--- src/rtl/get_class_pkg.sv ---
// Shared definitions for the streaming top-2 class selector: FSM encoding and
// index-width helpers used to size the class index ports.
package get_class_pkg;

  localparam logic [0:0] COLLECT = 1'b0;
  localparam logic [0:0] HOLD    = 1'b1;

  function automatic int clog2(input int n);
    int r;
    r = 0;
    for (int v = n - 1; v > 0; v = v >> 1) r++;
    return r;
  endfunction

  // Index outputs need at least one bit even for degenerate class counts.
  function automatic int idx_w_of(input int num_class);
    return (clog2(num_class) < 1) ? 1 : clog2(num_class);
  endfunction

endpackage

--- src/rtl/top2_update.sv ---
// Combinational compare/update step for the best/second-best tracker.
// Strict compares keep the lower index on ties in both slots.
module top2_update #(
  parameter int DATA_W = 16,
  parameter int IDX_W  = 4,
  parameter int SIGNED = 0
) (
  input  logic [DATA_W-1:0] best_value,
  input  logic [IDX_W-1:0]  best_index,
  input  logic [DATA_W-1:0] second_value,
  input  logic [IDX_W-1:0]  second_index,
  input  logic [DATA_W-1:0] x,
  input  logic [IDX_W-1:0]  k,
  input  logic              is_first,
  input  logic              is_second,
  output logic [DATA_W-1:0] next_best_value,
  output logic [IDX_W-1:0]  next_best_index,
  output logic [DATA_W-1:0] next_second_value,
  output logic [IDX_W-1:0]  next_second_index
);

  function automatic logic gt(input logic [DATA_W-1:0] a, input logic [DATA_W-1:0] b);
    if (SIGNED != 0) return $signed(a) > $signed(b);
    return a > b;
  endfunction

  always_comb begin
    // NOTE: every output gets a default first so no path leaves it unassigned (no latch).
    next_best_value   = best_value;
    next_best_index   = best_index;
    next_second_value = second_value;
    next_second_index = second_index;
    if (is_first) begin
      next_best_value   = x;
      next_best_index   = k;
      next_second_value = '0;
      next_second_index = '0;
    end else if (gt(x, best_value)) begin
      next_second_value = best_value;
      next_second_index = best_index;
      next_best_value   = x;
      next_best_index   = k;
    end else if (is_second || gt(x, second_value)) begin
      // Beat 1 always fills the empty second slot when it does not take best.
      next_second_value = x;
      next_second_index = k;
    end
  end

endmodule

--- src/rtl/get_class_stream.sv ---
// Serial top-2 class selector: collects NUM_CLASS scores over valid/ready and
// holds best/runner-up value, index and margin until the consumer accepts.
module get_class_stream
  import get_class_pkg::*;
#(
  parameter  int DATA_W    = 16,
  parameter  int NUM_CLASS = 10,
  parameter  int SIGNED    = 0,
  localparam int IDX_W     = idx_w_of(NUM_CLASS)
) (
  input  logic              clk,
  input  logic              rst_n,
  input  logic              in_valid,
  output logic              in_ready,
  input  logic [DATA_W-1:0] in_data,
  output logic              out_valid,
  input  logic              out_ready,
  output logic [DATA_W-1:0] out_value,
  output logic [IDX_W-1:0]  out_index,
  output logic [DATA_W-1:0] out_value2,
  output logic [IDX_W-1:0]  out_index2,
  output logic [DATA_W:0]   out_margin
);

  logic [0:0]        state;
  logic [IDX_W-1:0]  count;
  logic [DATA_W-1:0] best_value, second_value;
  logic [IDX_W-1:0]  best_index, second_index;
  logic [DATA_W-1:0] nxt_best_value, nxt_second_value;
  logic [IDX_W-1:0]  nxt_best_index, nxt_second_index;
  logic              accept, last_beat;

  assign in_ready  = rst_n && (state == COLLECT);
  assign out_valid = rst_n && (state == HOLD);
  assign accept    = in_valid && in_ready;
  assign last_beat = (count == IDX_W'(NUM_CLASS - 1));

  top2_update #(
    .DATA_W (DATA_W),
    .IDX_W  (IDX_W),
    .SIGNED (SIGNED)
  ) u_update (
    .best_value        (best_value),
    .best_index        (best_index),
    .second_value      (second_value),
    .second_index      (second_index),
    .x                 (in_data),
    .k                 (count),
    .is_first          (count == '0),
    .is_second         (count == IDX_W'(1)),
    .next_best_value   (nxt_best_value),
    .next_best_index   (nxt_best_index),
    .next_second_value (nxt_second_value),
    .next_second_index (nxt_second_index)
  );

  // Sign- or zero-extend by one bit so the difference can never overflow.
  function automatic logic [DATA_W:0] ext(input logic [DATA_W-1:0] v);
    if (SIGNED != 0) return {v[DATA_W-1], v};
    return {1'b0, v};
  endfunction

  // NOTE: state uses non-blocking assignments so every register samples pre-edge values.
  always_ff @(posedge clk) begin
    if (!rst_n) begin
      // NOTE: every register here is a flop, not memory, so all are reset to defined values.
      state        <= COLLECT;
      count        <= '0;
      best_value   <= '0;
      best_index   <= '0;
      second_value <= '0;
      second_index <= '0;
      out_value    <= '0;
      out_index    <= '0;
      out_value2   <= '0;
      out_index2   <= '0;
      out_margin   <= '0;
    end else begin
      case (state)
        COLLECT: begin
          if (accept) begin
            best_value   <= nxt_best_value;
            best_index   <= nxt_best_index;
            second_value <= nxt_second_value;
            second_index <= nxt_second_index;
            if (last_beat) begin
              state      <= HOLD;
              out_value  <= nxt_best_value;
              out_index  <= nxt_best_index;
              out_value2 <= nxt_second_value;
              out_index2 <= nxt_second_index;
              out_margin <= ext(nxt_best_value) - ext(nxt_second_value);
            end else begin
              count <= count + 1'b1;
            end
          end
        end
        HOLD: begin
          if (out_ready) begin
            state <= COLLECT;
            count <= '0;
          end
        end
        default: state <= COLLECT;
      endcase
    end
  end

endmodule
--- config.mk ---
export PLATFORM = sky130hd
export DESIGN_NAME = get_class_stream
export DESIGN_NICKNAME = d
export VERILOG_FILES = /design/src/rtl/get_class_pkg.sv /design/src/rtl/top2_update.sv /design/src/rtl/get_class_stream.sv
export SDC_FILE = /design/constraint.sdc
export NUM_CORES = 1
export LEC_CHECK = 0
export BUFFER_PORTS_ARGS = -buffer_cell sky130_fd_sc_hd__buf_2
export CAP_MARGIN = 20
export CORE_MARGIN = 4
export CORE_UTILIZATION = 58
export CTS_CLUSTER_DIAMETER = 100
export DETAILED_ROUTE_END_ITERATION = 16
export PLACE_DENSITY_LB_ADDON = 0.2
export REMOVE_ABC_BUFFERS = 1
export SETUP_SLACK_MARGIN = 0.1
export SLEW_MARGIN = 20
export SYNTH_ARGS = -nofsm -noshare
export SYNTH_HDL_FRONTEND = slang
export SYNTH_HIERARCHICAL = 1
export SYNTH_SLANG_ARGS = --single-unit
--- constraint.sdc ---
create_clock -name clk -period 4.8 [get_ports clk]
set_clock_uncertainty 0.1 [all_clocks]
set_input_delay 0.72 -clock clk [delete_from_list [all_inputs] [get_ports clk]]
set_output_delay 0.72 -clock clk [all_outputs]
set_load 0.02 [all_outputs]
==> impl_metrics.csv <==
group,metric,value,unit
status,status,"finished clean",
critical_path,reg2reg_to,"out_margin[13]",
synth,synth_fa_ha_area_frac,0.111,
final_layout,stdcell_count,921,
critical_path,startpoint_type,"input pin",
sta,final-setup-viol-count,0,
pwr,p_leak,2.85,nW
placement,placed_cell_area,0.00639,sq mm
global_routing,grt_usage,0.253,
synth,netlist_instances,726,
synth,ys.flop_type,"dfxtp_1",
synth,ys_warn_count,6,
pwr,clkPwrFrac,0.270,
sta,final.min_clock_period,4.27,ns
pwr,switching_share,0.328,
sta,worstMarginPinSlew,0.943,ns
cts,cts_made_buffers,9,
pwr,ir_drop,138,uV
sta,maxSlewViolCount,0,
synth,synth_area_leader_cell,"dfxtp_1",
hold_path,hp-start,"out_value[14]",
floorplanning,die_w,109,um
pwr,intPower,1.25,mW
pwr,pwr-share-seq,0.476,
pwr,power_density,283,mW/mm^2
global_routing,antenna_found_initial,0,
synth,synth-seq-cells,102,
synth,yosys.area_share.simple,0.210,
final_layout,layout_commonest_cell,"nand2_1",
routing,vias,5287,
final_layout,diodes,0,
cts,ctsRootBufferMaster,"clkbuf_8",
cts,cts_tree,"done",
floorplanning,die_area,0.0119,sq mm
hold_path,whs_path_depth,2,
synth,yosysUniqueCellTypes,58,
synth,syn-cell-area,0.00594,sq mm
sta,relSlewSlack,0.372,
cts,htree_num_levels,3,
synth,synth_top_area_share,0.344,
cts,hold_buffers,0,
critical_path,worstRegToRegCells,18,
pwr,switchingPower,0.610,mW
critical_path,reg2reg_slack,0.56,ns
critical_path,cp.required,5.02,ns
final_layout,syn2layout_area_growth,10.5,%
global_routing,grt_overflow,0,
routing,drt_iter0_drc,325,
critical_path,end_kind,"flip-flop",
flow_run,drv_cap,0,
global_routing,grt_max_degree,101,
pwr,p_comb_frac,0.254,
hold_path,whs_endpoint,"out_value[14]",
placement,dpl.hpwl,10.6,mm
placement,gp_congestion,0.898,
sta,max_freq,234,MHz
synth,yosys-top-cells-area,"dfxtp_1 34%, ha_1 11%, nand2_1 8.7%",
synth,synth_edf_count,0,
cts,cts_setup_buffers,0,
sta,finalSetupTns,0,ns
placement,io_buffer_count,78,
hold_path,min_path_type,"flip-flop to flip-flop",
synth,syn_area_per_cell,8.18,sq um
routing,vias_per_cell,5.74,
routing,antenna_left,0,
cts,clkTransAtPathRegs,0.10,ns
global_routing,grt_pass1_vias,5172,
routing,drtPass1Iterations,5,
synth,synth_compound_area_frac,0.176,
synth,ys_seq_area_frac,0.344,
floorplanning,ioPinCount,79,
sta,fin_crit_sh,0.890,
routing,route.detailed.wl_per_inst,15.9,um
critical_path,crit_type,"input pin to flip-flop",
pwr,power.total,1.86,mW
cts,clkSinkCount,102,
critical_path,r2r-start,"best_value[1]",
critical_path,critical_path.max_fanout,12,
final_layout,most-common-layout-cells,"137 x nand2_1, 102 x dfxtp_1, 78 x buf_2",
final_layout,finalInstanceArea,0.00657,sq mm
synth,synth-xor-area-share,0.0162,
floorplanning,core_area,0.00986,sq mm
cts,clock_latency,0.38,ns
sta,rsz0062_at_grt,"no",
cts,clk_path_buf_depth,2,
floorplanning,placementRows,36,
cts,ctsResizeCount,0,
floorplanning,dieHeight,109,um
synth,async_reset_ff_frac,0,
global_routing,grt_pass1_wl,24.2,mm
final_layout,drive_gt1_frac,0.178,
routing,drc_errors,0,
floorplanning,start_util,0.602,
synth,muxShareOfSynthArea,0.0733,
critical_path,arrival,4.49,ns
synth,synth_top_family_by_area,"simple AND/OR/NAND/NOR gates",
final_layout,layout.nets,855,
placement,dp_cells,905,
final_layout,nFillCells,864,
routing,drt-total-wl,14.7,mm
sta,hold_viol,0,
synthesized netlist by cell type, drive strengths merged, types with 2 or more instances:
library cell / number
and3: 2
mux2: 20
o21a: 5
a21o: 4
xor2: 7
o211ai: 2
nor3b: 2
ha: 51
a21oi: 28
nor2b: 7
o21ai: 47
nand4: 15
inv: 54
nand2: 138
nand2b: 4
clkbuf: 22
o31ai: 2
a21boi: 28
xnor2: 4
dfxtp: 102
nor3: 4
o2bb2ai: 20
nor2: 17
nand3: 66
mux2i: 21
o211a: 3
a211oi: 3
o31a: 2
a31oi: 2
buf: 22
and2: 7
kinds of logic after synthesis:
logic type	count (synthesis)
AO/OA/AOI/OAI	153
XOR/XNOR	11
adder cells (fa/ha/maj)	52
buffers and inverters	98
flip-flops	102
multiplexers	41
AND/OR/NAND/NOR	269
worst max path at each step:
stage	from	to	slack, ns	cells past startpoint
floorplan	in_data[14]	out_margin[14]	0.10	15
global placement	in_data[9]	out_margin[14]	0.26	18
detailed placement	in_data[1]	out_margin[12]	0.26	18
CTS	in_data[9]	out_margin[14]	0.63	18
global route	in_data[9]	out_margin[13]	0.29	18
finish	in_data[6]	out_margin[13]	0.53	17
layer usage:
layer | wire, um | vias to the layer above | GRT usage
li1 | - | 2617 | -
met1 | 6470 | 2485 | 0.327
met2 | 7130 | 157 | 0.433
met3 | 746 | 28 | 0.0284
met4 | 319 | 0 | 0.0988
met5 | 0 | - | 0
per-stage QoR:
step           hold slack, ns  utilization  setup slack (ns)
6_report                0.359        0.666             0.529
5_1_grt                 0.380        0.666             0.292
4_1_cts                 0.360        0.666             0.626
3_5_place_dp            0.345        0.648             0.257
3_3_place_gp            0.339        0.648             0.263
2_1_floorplan           0.334            -             0.105
registers in the layout (all words and copies together), names as in the netlist:
register	flops
out_value2	16
count	4
out_value	16
best_value	16
second_value	16
second_index	4
out_index	4
state	1
out_margin	17
best_index	4
out_index2	4
layout make-up:
class / instances / area (sq um) / share of cell area
clock inverter: 6 / 47.5 / 0.00724
inverter: 54 / 203 / 0.0309
sequential: 102 / 2040 / 0.311
tap: 133 / 166 / 0.0253
clock buffer: 10 / 128 / 0.0194
timing repair buffer: 90 / 493 / 0.0751
multi-input combinational: 526 / 3490 / 0.531
power by group through the flow:
stage	logic (mW)	clock network, mW	registers (mW)
2_1_floorplan	0.330	0	0.899
3_3_place_gp	0.449	0	0.903
3_5_place_dp	0.465	0	0.905
4_1_cts	0.469	0.507	0.885
5_1_grt	0.521	0.532	0.889
6_report	0.473	0.502	0.886
critical path: stages:
cell       delay [ns]
buf_2            0.14
ha_1             0.32
a21oi_1          0.07
a21boi_0         0.26
o31ai_1          0.12
a22o_2           0.24
nor2_1           0.40
buf_4            0.32
o2bb2ai_1        0.18
inv_1            0.09
ha_1             0.33
a21oi_1          0.19
nand2b_1         0.09
o21ai_2          0.27
o21ai_0          0.16
a2111oi_0        0.43
nand3b_1         0.16
No activity file was read; power rests on OpenSTA's default activity.
